## src/rtl/i2c_reg_seq.sv

```systemverilog
// i2c_reg_seq: turns one register-access request (7-bit slave address,
// 8-bit register index, single data byte read or write) into the
// cmd/dat/ws command sequence executed by i2c_master. It then reports
// completion, status and read data back to the requester.
//
// Ports
//   clk, rst                 clock, synchronous active-high reset
//   req_vld/req_rdy          request handshake (ready only when idle)
//   req_rnw/addr/reg/wdat    request fields, latched on accept
//   rsp_done                 one-cycle completion pulse
//   rsp_err                  0 ok, 1 master bus error, 2 watchdog timeout
//   rsp_rdat                 last successfully read byte
//   cmd/dat/ws               command port towards the master
//   stat/mdat                master status and read data
//
// Command bits: STRT=0 STOP=1 WRTE=2 READ=3 NACK=4 CLRS=5.
// Status bits:  SB_BSY=0 SB_ERR=1.
module i2c_reg_seq #(
    parameter int TMO  = 1000000,
    parameter int C_SZ = 6,
    parameter int S_SZ = 2
) (
    input  logic            clk,
    input  logic            rst,
    input  logic            req_vld,
    output logic            req_rdy,
    input  logic            req_rnw,
    input  logic [6:0]      req_addr,
    input  logic [7:0]      req_reg,
    input  logic [7:0]      req_wdat,
    output logic            rsp_done,
    output logic [1:0]      rsp_err,
    output logic [7:0]      rsp_rdat,
    output logic [C_SZ-1:0] cmd,
    output logic [7:0]      dat,
    output logic            ws,
    input  logic [S_SZ-1:0] stat,
    input  logic [7:0]      mdat
);

    localparam logic [C_SZ-1:0] C_STRT = C_SZ'(1);
    localparam logic [C_SZ-1:0] C_STOP = C_SZ'(2);
    localparam logic [C_SZ-1:0] C_WRTE = C_SZ'(4);
    localparam logic [C_SZ-1:0] C_READ = C_SZ'(8);
    localparam logic [C_SZ-1:0] C_NACK = C_SZ'(16);
    localparam logic [C_SZ-1:0] C_CLRS = C_SZ'(32);
    localparam int SB_BSY = 0;
    localparam int SB_ERR = 1;

    localparam logic [1:0] ERR_BUS = 2'd1;
    localparam logic [1:0] ERR_TMO = 2'd2;
    localparam int WD_W = (TMO > 1) ? $clog2(TMO + 1) : 1;

    typedef enum logic [3:0] {
        S_IDLE, S_ISSUE, S_WBSY, S_WDONE,
        S_ERR_CLR, S_ERR_WAIT, S_ERR_STP, S_STP_BSY, S_STP_DONE, S_STP_CLR,
        S_FIN
    } state_t;

    state_t          state_reg, state_next;
    logic [1:0]      step_reg, step_next;
    logic            rnw_reg;
    logic [6:0]      addr_reg;
    logic [7:0]      idx_reg, wdat_reg;
    logic [1:0]      err_reg, err_next;
    logic [7:0]      rdat_reg, rdat_next;
    logic [C_SZ-1:0] cmd_reg, cmd_next;
    logic [7:0]      dat_reg, dat_next;
    logic            ws_reg, ws_next;
    logic            hold_reg, hold_next;
    logic [WD_W-1:0] wd_reg;

    logic bsy, serr, wd_count, wd_expired, accept;
    logic [1:0] last_step;

    assign bsy        = stat[SB_BSY];
    assign serr       = stat[SB_ERR];
    assign accept     = (state_reg == S_IDLE) && req_vld;
    assign last_step  = rnw_reg ? 2'd3 : 2'd2;
    assign wd_count   = (state_reg == S_WBSY) || (state_reg == S_WDONE) ||
                        (state_reg == S_STP_BSY) || (state_reg == S_STP_DONE);
    assign wd_expired = wd_count && (wd_reg == WD_W'(TMO - 1));

    assign req_rdy  = (state_reg == S_IDLE) && !rst;
    assign rsp_done = (state_reg == S_FIN);
    assign rsp_err  = err_reg;
    assign rsp_rdat = rdat_reg;
    assign cmd      = cmd_reg;
    assign dat      = dat_reg;
    assign ws       = ws_reg;

    always_comb begin
        state_next = state_reg;
        step_next  = step_reg;
        err_next   = err_reg;
        rdat_next  = rdat_reg;
        cmd_next   = cmd_reg;
        dat_next   = dat_reg;
        hold_next  = 1'b0;
        case (state_reg)
            S_IDLE: begin
                if (req_vld) begin
                    step_next  = 2'd0;
                    err_next   = 2'd0;
                    cmd_next   = C_STRT | C_WRTE;
                    dat_next   = {req_addr, 1'b0};
                    state_next = S_ISSUE;
                end
            end
            S_ISSUE: state_next = S_WBSY;
            S_WBSY: begin
                if (wd_expired) begin
                    err_next   = ERR_TMO;
                    state_next = S_ERR_CLR;
                end else if (serr) begin
                    err_next   = ERR_BUS;
                    state_next = S_ERR_CLR;
                end else if (bsy) begin
                    state_next = S_WDONE;
                end
            end
            S_WDONE: begin
                if (wd_expired) begin
                    err_next   = ERR_TMO;
                    state_next = S_ERR_CLR;
                end else if (!bsy) begin
                    if (serr) begin
                        err_next   = ERR_BUS;
                        state_next = S_ERR_CLR;
                    end else if (step_reg == last_step) begin
                        if (rnw_reg) rdat_next = mdat;
                        state_next = S_FIN;
                    end else begin
                        step_next  = step_reg + 2'd1;
                        state_next = S_ISSUE;
                        case (step_reg)
                            2'd0: begin
                                cmd_next = C_WRTE;
                                dat_next = idx_reg;
                            end
                            2'd1: begin
                                cmd_next = rnw_reg ? (C_STRT | C_WRTE) : (C_WRTE | C_STOP);
                                dat_next = rnw_reg ? {addr_reg, 1'b1} : wdat_reg;
                            end
                            default: begin
                                cmd_next = C_READ | C_NACK | C_STOP;
                                dat_next = 8'h00;
                            end
                        endcase
                    end
                end
            end
            S_ERR_CLR: state_next = S_ERR_WAIT;
            S_ERR_WAIT: begin
                // two idle cycles between the clear and the recovery STOP
                hold_next = !hold_reg;
                if (hold_reg) state_next = S_ERR_STP;
            end
            S_ERR_STP: state_next = S_STP_BSY;
            S_STP_BSY: begin
                if (wd_expired) begin
                    // the first recorded fault keeps its code
                    if (err_reg == 2'd0) err_next = ERR_TMO;
                    state_next = S_FIN;
                end else if (serr) begin
                    state_next = S_STP_CLR;
                end else if (bsy) begin
                    state_next = S_STP_DONE;
                end
            end
            S_STP_DONE: begin
                if (wd_expired) begin
                    if (err_reg == 2'd0) err_next = ERR_TMO;
                    state_next = S_FIN;
                end else if (!bsy) begin
                    state_next = serr ? S_STP_CLR : S_FIN;
                end
            end
            S_STP_CLR: state_next = S_FIN;
            S_FIN:     state_next = S_IDLE;
            default:   state_next = S_IDLE;
        endcase

        // Recovery commands; these states always last a single cycle, so
        // cmd/dat only change on entry and never while ws is high.
        case (state_next)
            S_ERR_CLR, S_STP_CLR: begin
                cmd_next = C_CLRS;
                dat_next = 8'h00;
            end
            S_ERR_STP: begin
                cmd_next = C_STOP;
                dat_next = 8'h00;
            end
            default: ;
        endcase
        ws_next = (state_next == S_ISSUE) || (state_next == S_ERR_CLR) ||
                  (state_next == S_ERR_STP) || (state_next == S_STP_CLR);
    end

    always_ff @(posedge clk) begin
        if (rst) begin
            state_reg <= S_IDLE;
            step_reg  <= 2'd0;
            rnw_reg   <= 1'b0;
            addr_reg  <= 7'd0;
            idx_reg   <= 8'd0;
            wdat_reg  <= 8'd0;
            err_reg   <= 2'd0;
            rdat_reg  <= 8'd0;
            cmd_reg   <= '0;
            dat_reg   <= 8'd0;
            ws_reg    <= 1'b0;
            hold_reg  <= 1'b0;
            wd_reg    <= '0;
        end else begin
            state_reg <= state_next;
            step_reg  <= step_next;
            err_reg   <= err_next;
            rdat_reg  <= rdat_next;
            cmd_reg   <= cmd_next;
            dat_reg   <= dat_next;
            ws_reg    <= ws_next;
            hold_reg  <= hold_next;
            if (accept) begin
                rnw_reg  <= req_rnw;
                addr_reg <= req_addr;
                idx_reg  <= req_reg;
                wdat_reg <= req_wdat;
            end
            // watchdog reloads on every command strobe
            if (ws_reg)        wd_reg <= '0;
            else if (wd_count) wd_reg <= wd_reg + 1'b1;
        end
    end

endmodule

```

## config.mk

```make
export PLATFORM = sky130hd
export DESIGN_NAME = i2c_reg_seq
export DESIGN_NICKNAME = d
export VERILOG_FILES = /design/src/rtl/i2c_reg_seq.sv
export SDC_FILE = /design/constraint.sdc
export NUM_CORES = 1
export LEC_CHECK = 0
export ABC_CLOCK_PERIOD_IN_PS = 6400
export CORE_UTILIZATION = 56
export DETAILED_ROUTE_END_ITERATION = 16
export PLACE_DENSITY = 0.84
export SLEW_MARGIN = 40
export SYNTH_ARGS = -nofsm -noshare
export SYNTH_HDL_FRONTEND = slang
export SYNTH_SLANG_ARGS = --single-unit
```

## constraint.sdc

```tcl
create_clock -name clk -period 6.4 [get_ports clk]
set_input_delay 1.6 -clock clk [delete_from_list [all_inputs] [get_ports clk]]
set_output_delay 1.6 -clock clk [all_outputs]
set_load 0.1 [all_outputs]
```

After elaboration in Yosys (flattened, before gate mapping):

Index checks and enable logic that the tools add are counted.

* bits in registers: 76
* input bits: 37

* add/subtract/negate cells: 2
* equal/unequal tests: 30
* mux-type cells: 47
* bitwise operators: 4
* reduce and logical (&&, ||, !) cells: 26

Operator list (count)
* two-way mux 4 bit: 14
* two-way mux 8 bit: 6
* case mux 4 bit (10 select lines): 1
* case mux 8 bit (2 select lines): 2
* two-way mux 6 bit: 5
* two-way mux 2 bit: 13
* equality test 4 x 3 -> 1 bit, second input constant: 6
* case mux 6 bit (2 select lines): 2
* adder 20 x 1 -> 20 bit, second input constant: 1
* equality test 20 bit, second input constant: 1
* != test 4 x 2 -> 1 bit, second input constant: 5
* AND reduction 6 bit: 3
* equality test 4 bit, second input constant: 4
* != test 2 bit, second input constant: 5
* case mux 5 bit (2 select lines): 1
* equality test 4 x 1 -> 1 bit, second input constant: 2
* equality test 4 x 2 -> 1 bit, second input constant: 2
* case mux 2 bit (4 select lines): 1
* nonzero test 4 bit: 2
* OR reduction 2 bit: 4
* logical OR 1 bit: 6
* AND reduction 5 bit: 1
* logical NOT 2 bit: 2
* logical NOT 4 bit: 1
* 12 further kinds: 19

Logic depth before layout (Yosys ltp):

* depth after elaboration: 11
* mapped depth: 9
* mapped depth without buffers: 8

Worst setup path after synthesis:

Ideal clock, no wire load.

* path type: register to output
* start point: register state_reg[2]
* end point: output port rsp_done
* arrival: 3.593 ns
* required time: 4.800 ns
* path slack: 1.207 ns
* cell stages (with the launch flop): 4
* path buffers: 2
* cells stage by stage: dfxtp_1 > clkbuf_1 > clkbuf_1 > nor4bb_1

* word-level cells in the longest chain between the ends: 1

Ends and longest elaborated chain
* start: declaration: line 60 `state_t state_reg, state_next;`
* start signal: assignment: line 217 `state_reg <= state_next;`
* equality test 4 bit: line 85 `assign rsp_done = (state_reg == S_FIN);`
* end: declaration: line 31 `output logic rsp_done,`

Every way passes these cells.

Final worst setup path:

* start point: input port rst
* end point: output port req_rdy

* word-level cells in the longest chain between the ends: 2

Ends and longest elaborated chain
* start: declaration: line 24 `input logic rst,`
* logical NOT 1 bit: line 84 `assign req_rdy = (state_reg == S_IDLE) && !rst;`
* logical AND 1 bit: line 84
* end: declaration: line 26 `output logic req_rdy,`

Every way passes these cells.

==> metrics <==
outcome complete, no violations; Fin. Hold Viols 0; row count 28; Comb pwr share 21.7%; DR vias/cell ~5.7; final antenna-violating net count 0; cells after synthesis 427; Setup Buffers After CTS 0; setup_tns 0 ns; core footprint roughly 6000 sq um; Clock Skew around 0.013 ns; clk sinks 75; Slew Viols, Final 0; CTS Hold Bufs 0; H-tree levels 3; WL per Instance between 15 and 20 um; CTS clock-pin slew for the worst setup and hold paths about 0.080 ns; Final min period about 4.6 ns; RSZ-0062 raised after global routing false; Main synth FF type dfxtp_1; sequential cell area fraction in the yosys report a little over two fifths; Clock Tree Buf Depth 2; Relative slew margins between 50% and 60%; Largest register FFs 20; CTS tree yes; DRT iter0 DRCs 255; Placed Instances 539; switching portion of total power 32.3%; WP data arrival ~3.0 ns; worst hold slack around 0.46 ns; area grow syn2layout 19.9%; largest net degree at the start of global routing 46; period utilization about 70%; Final Power about 1.2 mW; post-cts resize count 0; Worst Slack Setup Final 1.85 ns; die area roughly 6600 sq um; EDFF count, synth 0; CP Capture Type primary output; CTS buffer count 9; P_sw between 0.3 and 0.4 mW; clock power share between 30% and 40%; final HPWL from detailed placement 5570 um; Die X-Extent slightly above 80 um; # diodes 0; Startpoint Class primary input; post-route insts no fill approximately 550; Total Routed Length between 8000 and 9000 um; Max Cap Viol 0; asr flop ratio synth 0%; Port Buf Inserts 63; Critical Path Max Stage Delay about 0.46 ns; HP Class flip-flop to flip-flop; Cell Pwr Density approximately 280 nW/um^2; layout cells sized above 1 approximately an eighth; worst slack, placed approximately 1.8 ns; Die H slightly above 80 um; worst path cell trace clkdlybuf4s50_1 > buf_4 > inv_1 > and3_1 > buf_4; Post-Syn Area approximately 3500 sq um; WP data required 4.80 ns; Clk Latency, worst-skew pair between 0.3 and 0.4 ns; Clk Tree Root Cell clkbuf_8; Mapped Nets 467; Internal Power 0.801 mW; CP top delay family buffers and inverters; antenna violations before repair 0; Critical-path top delay cell clkdlybuf4s50_1; GRT overflow 0; drt pass-1 iters 5; peak supply drop roughly 200 uV; f_max ~220 MHz; NumNets Final slightly above 500; Remaining DRCs 0; initial core utilization between 50% and 60%; vias in the first global route roughly 2,900; yosys warns 0; total global-route track usage between 20 and 30%; CP max FO between 40 and 50; I/O pins 64; Yosys reg bits 75; final setup fails 0; global-route wire length before repair approximately 13,000 um; number of library cell types mapped by synthesis 53; Lkg Pwr between 1.5 and 2 nW; CP dominant cell by count buf_4; Vias between 3,000 and 4,000; Least-Margin Pin Slew a little over 0.6 ns; worst path bufs/invs 4; critical path class primary input to primary output; Post-Syn Area per Cell 8.30 sq um; routability cong. 0.829; Reg power frac around 44%
==> power groups by stage <==
stage	clock, mW	sequential, mW	combinational, mW
after floorplan	0	0.595	0.131
after global placement	0	0.529	0.261
after detailed placement	0	0.529	0.255
after CTS	0.409	0.519	0.257
after global routing	0.429	0.524	0.276
final	0.407	0.519	0.257
==> cell families after synthesis <==
group / share of synthesized area, %
DFF: 42.4
buffers and inverters: 3.88
and+or+nand+nor: 27.2
AOI/OAI and AO/OA: 15.5
xor gates and xnor gates: 4.45
muxes: 5.47
adders and majority gates: 1.06
==> worst paths after layout <==
path	from	endpoint	slack [ns]	cells past startpoint
worst max-delay path	rst	req_rdy	1.85	5
worst min-delay path	addr_reg[1]	addr_reg[1]	0.46	2
worst max register to register	state_reg[2]	dat[3]	3.46	7
worst min register to register	addr_reg[1]	addr_reg[1]	0.46	2
==> final cells by class <==
| type | instances | area (sq um) |
|---|---|---|
| fill | 478 | 1780 |
| tap | 75 | 93.8 |
| inverter | 6 | 22.5 |
| timing repair buffer | 64 | 505 |
| clock inverter | 5 | 77.6 |
| multi-input combinational | 319 | 1910 |
| sequential | 75 | 1500 |
| clock buffer | 10 | 138 |
==> synthesized netlist by cell type, types with 3 or more instances <==
| library cell | n | area, sq um |
|---|---|---|
| and2_1 | 3 | 18.8 |
| a22oi_1 | 7 | 52.6 |
| a31oi_1 | 3 | 18.8 |
| a21o_1 | 10 | 75.1 |
| and3_1 | 21 | 131 |
| xnor2_1 | 5 | 43.8 |
| dfxtp_1 | 75 | 1500 |
| mux2_2 | 7 | 78.8 |
| nor2_1 | 46 | 173 |
| nor2b_1 | 6 | 37.5 |
| nor4b_1 | 3 | 26.3 |
| nand4_1 | 4 | 25.0 |
| a21oi_1 | 38 | 190 |
| ha_1 | 3 | 37.5 |
| inv_1 | 6 | 22.5 |
| xor2_1 | 13 | 114 |
| a211oi_1 | 3 | 22.5 |
| nor3_1 | 7 | 35.0 |
| clkbuf_1 | 23 | 86.3 |
| o21a_1 | 3 | 22.5 |
| or3_1 | 3 | 18.8 |
| mux2i_1 | 10 | 100 |
| nand3b_1 | 4 | 30.0 |
| nand2_1 | 65 | 244 |
| nand3_1 | 11 | 55.1 |
| nand2b_1 | 3 | 18.8 |
| o21ai_0 | 14 | 70.1 |
==> placed cells by master, fill, tap and decap left out, types with 2 or more instances in the layout <==
cell type / Yosys / routed
clkbuf_8: 0 / 10
o211ai_1: 2 / 2
o21ai_0: 14 / 14
and3_1: 21 / 20
inv_1: 6 / 6
mux2_2: 7 / 7
clkinv_2: 0 / 2
nor3_1: 7 / 7
a21oi_1: 38 / 38
a211oi_1: 3 / 3
bufinv_16: 0 / 2
o21a_1: 3 / 3
nor2_1: 46 / 46
nor4b_1: 3 / 3
mux2i_1: 10 / 10
or2_2: 2 / 2
nand3_1: 11 / 10
dfxtp_1: 75 / 75
nand3b_1: 4 / 4
nand2_1: 65 / 65
a21o_1: 10 / 10
a311oi_1: 2 / 2
buf_4: 1 / 2
xnor2_1: 5 / 5
a22oi_1: 7 / 7
or3_1: 3 / 3
nor3b_1: 2 / 2
and2_1: 3 / 3
clkdlybuf4s50_1: 0 / 36
xor2_1: 13 / 13
buf_2: 2 / 26
nand4_1: 4 / 4
ha_1: 3 / 3
nand2b_1: 3 / 3
nor2b_1: 6 / 6
a31oi_1: 3 / 3
==> metal layers <==
layer	track usage (%)	up-vias	wire, um
li1	-	1576	-
met5	0	-	0
met1	34.2	1434	3770
met4	13.0	0	142
met3	6.33	14	528
met2	42.8	113	3910
==> tightest hold or removal path: stages (launching register included) <==
cell     delay (ns)
dfxtp_1        0.31
nand2_1        0.05
a21oi_1        0.05
==> per-stage QoR <==
step           area [sq um]  util, %
6_report               4250     70.5
5_1_grt                4250     70.5
4_1_cts                4250     70.5
3_5_place_dp           4030     66.9
3_3_place_gp           4160     69.0
2_1_floorplan          3540        -
Power figures use the tool's default switching activity.
